`src/rtl/wb_stage_pkg.sv`:
```
// Shared encodings for the write-back stage: load types, error codes, FSM states.
package wb_stage_pkg;

    localparam logic [2:0] LT_LW  = 3'b000;
    localparam logic [2:0] LT_LH  = 3'b001;
    localparam logic [2:0] LT_LHU = 3'b010;
    localparam logic [2:0] LT_LB  = 3'b011;
    localparam logic [2:0] LT_LBU = 3'b100;

    localparam logic [1:0] ERR_NONE     = 2'b00;
    localparam logic [1:0] ERR_MISALIGN = 2'b01;
    localparam logic [1:0] ERR_TIMEOUT  = 2'b10;

    typedef enum logic [1:0] {
        S_IDLE     = 2'd0,
        S_WAIT_MEM = 2'd1,
        S_WRITE    = 2'd2
    } wb_state_t;

    typedef struct packed {
        logic [4:0] rd;
        logic       we;
        logic [2:0] lt;
        logic [1:0] addr_lo;
    } ld_req_t;

    // Unknown load types behave as LW, so they need word alignment too.
    function automatic logic is_misaligned(input logic [2:0] lt, input logic [1:0] addr_lo);
        case (lt)
            LT_LB, LT_LBU: return 1'b0;
            LT_LH, LT_LHU: return addr_lo[0];
            default:       return addr_lo != 2'b00;
        endcase
    endfunction

endpackage

```
`src/rtl/wb_stage_load_extract.sv`:
```
// Big-endian byte/halfword/word extraction with sign or zero extension.
module load_extract
    import wb_stage_pkg::*;
(
    input  logic [31:0] mem_rdata,
    input  logic [2:0]  load_type,
    input  logic [1:0]  addr_lo,
    output logic [31:0] data
);

    logic [3:0][7:0]  lanes;
    logic [1:0][15:0] halves;
    logic [7:0]       b;
    logic [15:0]      h;

    assign lanes  = mem_rdata;
    assign halves = mem_rdata;
    // Address lane 0 is the most significant byte, hence the reversed index.
    assign b = lanes[2'd3 - addr_lo];
    assign h = halves[~addr_lo[1]];

    always_comb begin
        data = mem_rdata;
        case (load_type)
            LT_LB:   data = {{24{b[7]}}, b};
            LT_LBU:  data = {24'd0, b};
            LT_LH:   data = {{16{h[15]}}, h};
            LT_LHU:  data = {16'd0, h};
            default: data = mem_rdata;
        endcase
    end

endmodule

```
`src/rtl/wb_stage.sv`:
```
// Write-back stage: accepts ALU results or loads, waits for load data, and
// drives a registered one-cycle register-file write with forwarding/error status.
module wb_stage
    import wb_stage_pkg::*;
#(
    parameter int MEM_TIMEOUT = 16,
    parameter int CNT_W       = 32
) (
    input  logic             clk,
    input  logic             reset,
    input  logic             in_valid,
    output logic             in_ready,
    input  logic [4:0]       in_rd,
    input  logic             in_regwrite,
    input  logic             in_memtoreg,
    input  logic [2:0]       in_load_type,
    input  logic [31:0]      in_alu_result,
    input  logic             mem_rdata_valid,
    input  logic [31:0]      mem_rdata,
    output logic [4:0]       Write_Reg_Num,
    output logic [31:0]      Write_Data,
    output logic             regwrite,
    output logic             fwd_valid,
    output logic [4:0]       fwd_rd,
    output logic [1:0]       wb_err,
    output logic [CNT_W-1:0] retire_count
);

    localparam int TW = (MEM_TIMEOUT > 1) ? $clog2(MEM_TIMEOUT) : 1;
    localparam logic [TW-1:0] TLAST = TW'((MEM_TIMEOUT > 0) ? MEM_TIMEOUT - 1 : 0);

    wb_state_t   state;
    ld_req_t     cap;
    logic [TW-1:0] tcnt;
    logic [31:0] ld_data;
    logic        xfer;
    logic        in_we;

    load_extract u_extract (
        .mem_rdata (mem_rdata),
        .load_type (cap.lt),
        .addr_lo   (cap.addr_lo),
        .data      (ld_data)
    );

    assign in_ready = (state == S_IDLE) || (state == S_WRITE);
    assign xfer     = in_valid && in_ready;
    assign in_we    = in_regwrite && (in_rd != 5'd0);

    always_ff @(posedge clk or negedge reset) begin
        if (!reset) begin
            state         <= S_IDLE;
            cap           <= '0;
            tcnt          <= '0;
            regwrite      <= 1'b0;
            Write_Reg_Num <= '0;
            Write_Data    <= '0;
            fwd_valid     <= 1'b0;
            fwd_rd        <= '0;
            wb_err        <= ERR_NONE;
            retire_count  <= '0;
        end else begin
            regwrite <= 1'b0;
            wb_err   <= ERR_NONE;
            case (state)
                S_IDLE, S_WRITE: begin
                    state     <= S_IDLE;
                    fwd_valid <= 1'b0;
                    if (xfer) begin
                        if (!in_memtoreg) begin
                            state         <= S_WRITE;
                            Write_Data    <= in_alu_result;
                            Write_Reg_Num <= in_rd;
                            regwrite      <= in_we;
                            retire_count  <= retire_count + CNT_W'(1);
                            fwd_valid     <= in_we;
                            if (in_we) fwd_rd <= in_rd;
                        end else if (is_misaligned(in_load_type, in_alu_result[1:0])) begin
                            wb_err <= ERR_MISALIGN;
                        end else begin
                            state       <= S_WAIT_MEM;
                            cap.rd      <= in_rd;
                            cap.we      <= in_we;
                            cap.lt      <= in_load_type;
                            cap.addr_lo <= in_alu_result[1:0];
                            tcnt        <= '0;
                            fwd_valid   <= in_we;
                            if (in_we) fwd_rd <= in_rd;
                        end
                    end
                end
                S_WAIT_MEM: begin
                    // Data arriving on the last allowed cycle still wins over the timeout.
                    if (mem_rdata_valid) begin
                        state         <= S_WRITE;
                        Write_Data    <= ld_data;
                        Write_Reg_Num <= cap.rd;
                        regwrite      <= cap.we;
                        retire_count  <= retire_count + CNT_W'(1);
                    end else if (MEM_TIMEOUT != 0 && tcnt == TLAST) begin
                        state     <= S_IDLE;
                        wb_err    <= ERR_TIMEOUT;
                        fwd_valid <= 1'b0;
                    end else begin
                        tcnt <= tcnt + TW'(1);
                    end
                end
                default: state <= S_IDLE;
            endcase
        end
    end

endmodule
```
`config.mk`:
```
export PLATFORM = sky130hd
export DESIGN_NAME = wb_stage
export DESIGN_NICKNAME = d
export VERILOG_FILES = /design/src/rtl/wb_stage_pkg.sv /design/src/rtl/wb_stage_load_extract.sv /design/src/rtl/wb_stage.sv
export SDC_FILE = /design/constraint.sdc
export NUM_CORES = 1
export LEC_CHECK = 0
export CAP_MARGIN = 20
export CELL_PAD_IN_SITES_DETAIL_PLACEMENT = 1
export CELL_PAD_IN_SITES_GLOBAL_PLACEMENT = 1
export CORE_MARGIN = 4
export CORE_UTILIZATION = 36
export DETAILED_ROUTE_END_ITERATION = 10
export GPL_TIMING_DRIVEN = 0
export PLACE_DENSITY_LB_ADDON = 0.08
export SETUP_SLACK_MARGIN = 0.15
export SLEW_MARGIN = 10
export SYNTH_ARGS = -nofsm -noshare
export SYNTH_HDL_FRONTEND = slang
export SYNTH_HIERARCHICAL = 1
export SYNTH_SLANG_ARGS = --single-unit
```
`constraint.sdc`:
```
create_clock -name clk -period 2.2 [get_ports clk]
set_input_delay 0.66 -clock clk [delete_from_list [all_inputs] [get_ports clk]]
set_output_delay 0.66 -clock clk [all_outputs]
set_load 0.03 [all_outputs]
```
[Yosys cells after proc, flatten, opt, wreduce, memory -nomap -nowiden]
Cells that the tools add are included.
Storage, ports and cells
  register bits after elaboration: 95
  bits of input ports: 78
  output and inout port bits: 79
  word-level logic and storage cells: 108
Cells by class
  add/sub/neg operators: 3
  order comparisons: 2
  equal/unequal tests: 21
  multiplexer cells: 52
  bitwise operators: 2
  reduce and logical (&&, ||, !) cells: 15
Operators by type and width (count)
  $mux W32: 6
  $pmux W32 S2: 2
  $pmux W32 S4: 1
  $add A32 B1 Y32 const B: 1
  $mux W16: 2
  $mux W5: 6
  $mux W4: 5
  $ne A2 B2 Y1 const B: 9
  $bmux W8 S2: 1
  $mux W1: 15
  $eq A3 B2 Y1 const B: 4
  $mux W2: 6
  $pmux W5 S2: 1
  $mux W8: 1
  $pmux W2 S2: 2
  $pmux W4 S2: 1
  $reduce_and A4 Y1: 2
  $eq A3 B1 Y1 const B: 2
  $eq A3 B3 Y1 const B: 2
  $pmux W1 S2: 3
  $reduce_and A3 Y1: 2
  $reduce_and A6 Y1: 1
  $reduce_or A2 Y1: 3
  $reduce_bool A5 Y1: 1
  13 further kinds: 16

[Logic depth before layout (Yosys ltp)]
Gate-level depths: netlist of the first run.
  depth after elaboration: 10
  mapped depth: 8
  mapped depth without buffers: 7

[By module]
The synthesis of the first run kept the hierarchy.
By module, submodules not included
  wb_stage: instances 1, cells an instance 379, area an instance 4292.9 um^2, sequential area each 2377.3 um^2
  load_extract: instances 1, cells an instance 122, area an instance 905.9 um^2, sequential area each 0.0 um^2

[Worst setup path after synthesis of the first run]
No wires, ideal clock.
  path type: input -> register
  from: input port in_load_type[1]
  to: register cap[10] in the netlist's numbering
  setup time: 125 ps
  arrival time: 1906 ps
  required time: 2075 ps
  setup slack: 169 ps
  stages: 5
  path buffers: 1
  cell sequence: o21bai_1 -> a21oi_1 -> o31ai_2 -> buf_2 -> mux2_2
Between the ends
  word-level cells in the longest chain between the ends: 8
  elaborated cells between the ends (all ways): 12
  classes of those cells: eq/ne (4); mux (4); bitwise (1); reduce/logical (3)
RTL lines
  start, declared: RTL line wb_stage.sv:16  | input logic [2:0] in_load_type,
  $eq A3 B1 Y1, or another cell as far along: RTL line wb_stage_pkg.sv:29  | case (lt)
  $reduce_or A2 Y1: RTL line wb_stage_pkg.sv:29
  $pmux W1 S2 *: RTL line wb_stage_pkg.sv:29
  $mux W1 *: RTL line wb_stage.sv:70  | if (!in_memtoreg) begin
  $mux W1 *: RTL line wb_stage.sv:69  | if (xfer) begin
  $mux W1 *: RTL line wb_stage.sv:65  | case (state)
  $not A1 Y1 (no source line) *
  $reduce_and A4 Y1 (no source line) *
  end, declared: RTL line wb_stage.sv:33  | ld_req_t cap;
Every way passes the cells marked *; elsewhere a longest branch is shown, timed or not. The select of a mux whose other input is x is not followed.
A chain may end at the register's enable or synchronous reset.

[Worst setup path in the final report of the first run]
  from: input port mem_rdata[23]
  to: register Write_Data[19]
Between the ends
  word-level cells in the longest chain between the ends: 5
RTL lines
  start, declared: RTL line wb_stage.sv:19  | input logic [31:0] mem_rdata,
  $bmux W8 S2: RTL line wb_stage_load_extract.sv:19  | assign b = lanes[2'd3 - addr_lo];
  $mux W8 (not written as such): RTL line wb_stage_load_extract.sv:19
  $pmux W32 S4: RTL line wb_stage_load_extract.sv:24  | case (load_type)
  net ld_data[19]: RTL line wb_stage.sv:35  | logic [31:0] ld_data;
  $mux W32: RTL line wb_stage.sv:94  | if (mem_rdata_valid) begin
  $pmux W32 S2: RTL line wb_stage.sv:65
  end signal, assigned: RTL line wb_stage.sv:72  | Write_Data <= in_alu_result;
  end signal, assigned: RTL line wb_stage.sv:96  | Write_Data <= ld_data;
  end, declared: RTL line wb_stage.sv:21  | output logic [31:0] Write_Data,
The timed path passes the listed nets, and every way through them passes these cells. The select of a mux whose other input is x is not followed.

==> results of run 1 <==
power breakdown:
part / switching [mW] / total (mW) / internal (mW) / leakage (nW)
clock: 0.698 / 1.62 / 0.919 / 0.153
combinational: 1.73 / 2.95 / 1.22 / 2.46
sequential: 0.274 / 2.36 / 2.09 / 1.21
kinds of logic after synthesis:
| group | after synthesis |
|---|---|
| xor gates and xnor gates | 31 |
| buffers and inverters | 36 |
| muxes | 69 |
| AOI/OAI and AO/OA | 125 |
| and+or+nand+nor | 143 |
| adders and majority gates | 2 |
| DFF | 95 |
stage by stage:
step,cells,util (%)
after floorplan,501,-
after global placement,837,49.94
after detailed placement,838,50.12
after CTS,863,52.92
after global routing,867,53.84
final,867,53.84
layout make-up:
class                           instances  area [um^2]
Tap cell                              180        225.2
Fill cell                            1563         6457
Buffer                                 29        185.2
Timing Repair Buffer                  170         1595
Clock inverter                          6        66.31
Inverter                                7        30.03
Sequential cell                        95         2380
Clock buffer                           10        239.0
Multi-Input combinational cell        370         2810
worst max-delay path by stage:
stage | start | slack (ps) | cells after the start | to
6_report | mem_rdata[23] | 180 | 7 | Write_Data[19]$_DFFE_PN0P_
5_1_grt | tcnt[0]$_DFFE_PN0P_ | 80 | 6 | tcnt[3]$_DFFE_PN0P_
4_1_cts | cap[4]$_DFFE_PN0P_ | 120 | 6 | Write_Data[2]$_DFFE_PN0P_
3_5_place_dp | in_alu_result[0] | -780 | 6 | cap[9]$_DFFE_PN0P_
3_3_place_gp | reset | -3170 | 1 | cap[0]$_DFFE_PN0P_
2_1_floorplan | in_load_type[1] | 170 | 5 | cap[10]$_DFFE_PN0P_
placed cells by master (no fill, tap or decap), drive strengths merged, types with 2 or more instances in the layout:
cell type	n
dfrtp	95
dlygate4sd2	77
clkdlybuf4s50	62
nand2	51
mux2i	51
o21ai	48
clkbuf	31
buf	27
nor2	26
mux2	17
xor2	16
a21o	16
xnor2	15
nand4	13
nand3	12
a21oi	12
nor3	11
o31ai	11
dlymetal6s2s	9
o21ba	9
o32ai	9
inv	8
o221ai	7
and3	5
nor3b	5
nand3b	4
nand2b	4
clkinv	4
or2	3
clkdlybuf4s15	3
a21boi	2
ha	2
o21bai	2
nor4	2
o21a	2
a22o	2
sequential cells by signal, summed over array words and instances, names as in the netlist:
name / cells
retire_count: 32
Write_Reg_Num: 5
tcnt: 4
regwrite: 1
Write_Data: 32
fwd_rd: 5
state: 2
fwd_valid: 1
wb_err: 2
cap: 11
routing by layer:
layer / part of all wire [%] / global-route usage (%) / vias to the layer above
met3: 6.3 / 6.250 / 22
met2: 48 / 35.52 / 145
met4: 1.9 / 6.617 / 0
li1: - / - / 2181
met5: 0 / 0 / -
met1: 44 / 29.54 / 2378
repair_timing:
item / 4_1_cts / 5_1_grt
endpoints found under the setup margin: 156 / 62
cloned: 1 / 0
gates resized for setup: 127 / 54
pin swaps: 9 / 8
hold buffers: 0 / 0
setup buffers: 8 / 4
==> impl_metrics.json, run 1 <==
{
  "drc": 0,
  "r2r_slack_ps": 200,
  "yosys.area_share.simple_pct": 14.61,
  "power_density_nw_per_um2": 920.1,
  "num_rows": 43,
  "synth.top_cell.area_share_pct": 45.73,
  "hold_violations": 0,
  "reg2reg_to": "Write_Data[5]$_DFFE_PN0P_",
  "p_leak_nw": 3.824,
  "route.vias.total": 4726,
  "fin_crit_ps": 2019,
  "antenna_found_initial": 0,
  "worst-path-buf-inv": 2,
  "cts_max_level": 3,
  "place.gp.congestion": 0.8662,
  "cts.sinks": 95,
  "tritoncts": "yes",
  "post-place-ws_ps": -777.2,
  "whs_ps": 327.7,
  "grt_max_degree": 49,
  "via_per_inst": 5.451,
  "wire_per_inst_um": 20.73,
  "crit_family": "multiplexers",
  "min_period_over_period_pct": 91.76,
  "min_path_type": "input port to asynchronous set/reset pin",
  "path_class": "input port to register",
  "grt_pass1_vias": 5088,
  "endpoint_kind": "register",
  "tns_ps": 0,
  "dpl.hpwl_mm": 13.74,
  "synth_fa_ha_area_share_pct": 0.4813,
  "max_stage_delay_ps": 510,
  "synthCells": 501,
  "yosysMostFrequentCell": "dfrtp_1",
  "ios": 157,
  "fmax_ghz": 0.4954,
  "routed_wl_mm": 17.97,
  "clk_pin_slew_ps": 70,
  "synth_area_per_cell_um2": 10.38,
  "cts_buffers": 9,
  "grt_pass1_wl_mm": 28.57,
  "required_ps": 2440,
  "fin_area_um2": 7531,
  "synth.distinct_cells": 57,
  "core-area_um2": 13990,
  "clock_path_buffers": 2,
  "cp_max_fo": 6,
  "diodes": 0,
  "crit_path_cell_trace": "clkdlybuf4s15_2 > mux4_2 > a22o_4 > buf_6 > a21o_1 > mux2i_1 > o21ai_1",
  "async_reset_ff_share_pct": 100.0,
  "synth-xor-area-share_pct": 5.223,
  "r2r_start": "cap[3]$_DFFE_PN0P_",
  "slew_violations": 0,
  "synthMuxAreaShare_pct": 13.94,
  "worst_slack_ps": 181.4,
  "insertion_delay_ps": 350,
  "synth_seq_cells": 95,
  "grt_setup_unrepaired": "true",
  "synth.cell_area_um2": 5199,
  "rr_worst_depth": 7,
  "fin_skew_ps": 9.318,
  "worst_pin_slew_ps": 656.5,
  "status": "finished clean",
  "dieArea_um2": 16430,
  "yosysTopAreaCell": "dfrtp_1",
  "die_w_um": 128.2,
  "root_buffer": "clkbuf_16",
  "synth_area_leaders": "dfrtp_1 (46%), mux2i_1 (9.8%), o21ai_0 (4.6%), nand2_1 (3.7%), mux2_2 (3.7%)",
  "start_kind": "input port",
  "drtPass1Iterations": 4,
  "synth_warnings": 6,
  "setup_viol": 0,
  "ant_nets": 0,
  "areaGrowthSynthToFinish_pct": 44.86,
  "synth_compound_area_share_pct": 16.70,
  "slew_headroom_pct": 56.24,
  "cp_slowest_cell": "mux4_2",
  "synth_fp_nets": 581,
  "grt-ovfl-total": 0,
  "cp.arrival_ps": 2250,
  "ys_seq_area_share_pct": 45.73,
  "cap_viol_max_count": 0,
  "synth_top_family_by_area": "compound AO/OA/AOI/OAI gates",
  "port_buffers": 156,
  "place_area_um2": 7010,
  "grt_usage_pct": 22.27,
  "drt_iter0_markers": 198,
  "finalNetCount": 762,
  "power_mw": 6.929,
  "drive_gt1_share_pct": 18.34,
  "yosys_most_used_dff": "dfrtp_1",
  "die_y_um": 128.2,
  "synth_common_cells": "dfrtp_1 (95), mux2i_1 (51), nand2_1 (51)",
  "ir_worst_vdd_mv": 0.5549,
  "synth_edf_count": 0,
  "start_util_pct": 37.16
}
(Power assumes the default switching activity.)
==> run 2: changes to the inputs <==
- CORE_MARGIN: 4 -> 10
==> run 2 against run 1 <==
Compared with the run above: cell count is 0.81% higher; clock skew is 0.75 ps higher; register-to-register slack worse by 80 ps; sequential share of layout area is 0.62 points lower; die area is 20% higher; via count is 0.70% higher; fmax is 3.8% lower; sequential cell count stayed put; critical path type unchanged; clock power is 7% lower; largest cell class unchanged; critical endpoint is now retire_count[20]$_DFFE_PN0P_; worst setup slack worse by 80 ps; total power is 0.57% lower.
==> impl_metrics.json, run 2 (synthesis results as in run 1) <==
{
  "top_usage_layer": "met2",
  "clock_path_buffers": 2,
  "via_per_inst": 5.445,
  "drt_iter0_markers": 274,
  "grt_usage_pct": 19.11,
  "setup_viol": 0,
  "final_core_util_pct": 54.92,
  "cts_buffers": 9,
  "cts_hold_buf": 0,
  "fin_crit_ps": 2098,
  "status": "finished clean",
  "dieArea_um2": 19650,
  "crit_path_cell_trace": "clkdlybuf4s15_1 > or3b_4 > a211o_4 > nor3_4 > nand4_1 > xnor2_1",
  "cap_viol_max_count": 0,
  "die_w_um": 140.2,
  "slew_violations": 0,
  "drc": 0,
  "tritoncts": "yes",
  "fmax_ghz": 0.4766,
  "use_met2_pct": 30.39,
  "whs_ps": 258.3,
  "num_rows": 43,
  "cp_max_fo": 5,
  "r2r_slack_ps": 120,
  "nFillCells": 1566,
  "grt_setup_unrepaired": "true",
  "power_density_nw_per_um2": 896.9,
  "dpl.hpwl_mm": 14.61,
  "reg.largest.list": "Write_Data (32), retire_count (32), cap (11)",
  "hold_violations": 0,
  "grt_pass1_vias": 5056,
  "areaGrowthSynthToFinish_pct": 47.77,
  "start_kind": "input port",
  "route.vias.total": 4759,
  "routed_wl_mm": 19.24,
  "root_buffer": "clkbuf_16",
  "wire_per_inst_um": 22.01,
  "grt-ovfl-total": 0,
  "path_class": "input port to register",
  "fin_skew_ps": 10.07,
  "met1_usage_pct": 24.50,
  "power_mw": 6.890,
  "drtPass1Iterations": 4,
  "cts.sinks": 95,
  "finalNetCount": 767,
  "min_period_over_period_pct": 95.37,
  "p_leak_nw": 3.910,
  "grt_max_degree": 64,
  "layout_common_cells": "dfrtp_1 (93), dlygate4sd2_1 (77), clkdlybuf4s50_1 (63)",
  "required_ps": 2440,
  "grt_pass1_wl_mm": 30.00,
  "worst_pin_slew_ps": 783.9,
  "ios": 157,
  "layout_commonest_cell": "dfrtp_1",
  "min_path_type": "input port to asynchronous set/reset pin",
  "ir_worst_vdd_mv": 0.4413,
  "post-place-ws_ps": -798.4,
  "worst_slack_ps": 101.9,
  "place.gp.congestion": 0.8608,
  "insertion_delay_ps": 350,
  "max_stage_delay_ps": 420,
  "cp.arrival_ps": 2340,
  "clk_pin_slew_ps": 80,
  "slew_headroom_pct": 47.74,
  "die_y_um": 140.2,
  "drive_gt1_share_pct": 19.36,
  "ant_nets": 0,
  "antenna_found_initial": 3,
  "cts_max_level": 3,
  "seq_area_um2": 2380,
  "use_met3_pct": 5.274,
  "port_buffers": 156,
  "start_util_pct": 37.16,
  "multi_input_area_um2": 2869,
  "core-area_um2": 13990,
  "endpoint_kind": "register",
  "cp_slowest_cell": "or3b_4"
}
## run 2: layer usage
layer,up-vias,wire [um]
met1,2395,8540
met5,-,11
met3,18,1119
met2,136,9225
li1,2208,-
met4,2,339
## run 2: cell type report
cell class	count	share of cell area [%]
diodes	2	0.06515
multi-input cells	371	37.35
clock buffers	10	2.980
flip-flops and latches	95	30.98
repair buffers	174	21.60
plain buffers	29	2.899
well taps	180	2.932
clock inverters	6	0.6840
inverters	7	0.5212
## run 2: critical path: cells and delay by family
| family | cells | cell delay [ps] |
|---|---|---|
| AOI/OAI and AO/OA | 1 | 390 |
| xor gates and xnor gates | 1 | 160 |
| and+or+nand+nor | 3 | 930 |
| buffers and inverters | 1 | 200 |
## run 2: worst paths after layout
| check | endpoint | start | cells past startpoint |
|---|---|---|---|
| max | retire_count[20]$_DFFE_PN0P_ | in_valid | 6 |
| min | Write_Data[11]$_DFFE_PN0P_ | reset | 1 |
| max reg2reg | retire_count[20]$_DFFE_PN0P_ | state[0]$_DFFE_PN0P_ | 5 |
| min reg2reg | Write_Data[17]$_DFFE_PN0P_ | Write_Data[17]$_DFFE_PN0P_ | 2 |
| max in group asynchronous | cap[2]$_DFFE_PN0P_ | reset | 2 |
| min in group clk | Write_Data[17]$_DFFE_PN0P_ | Write_Data[17]$_DFFE_PN0P_ | 2 |
## run 2: what timing repair did
item | CTS | global route
cloned | 1 | 1
pin swaps | 8 | 22
endpoints found under the setup margin | 156 | 63
resized for setup | 133 | 62
setup buffers | 7 | 9
## run 2: stage by stage
step	area, um^2	instances	setup TNS (ps)
floorplan	5199	501	0
global placement	6985	837	-343160
detailed placement	7010	838	-46340
CTS	7433	862	0
global route	7680	873	0
finish	7682	874	0
## run 2: where the power goes
part           leakage [nW]  switching, mW  internal, mW
sequential             1.21          0.280          2.09
clock                 0.132          0.722         0.786
combinational          2.57           1.76          1.26
total                  3.91           2.76          4.13
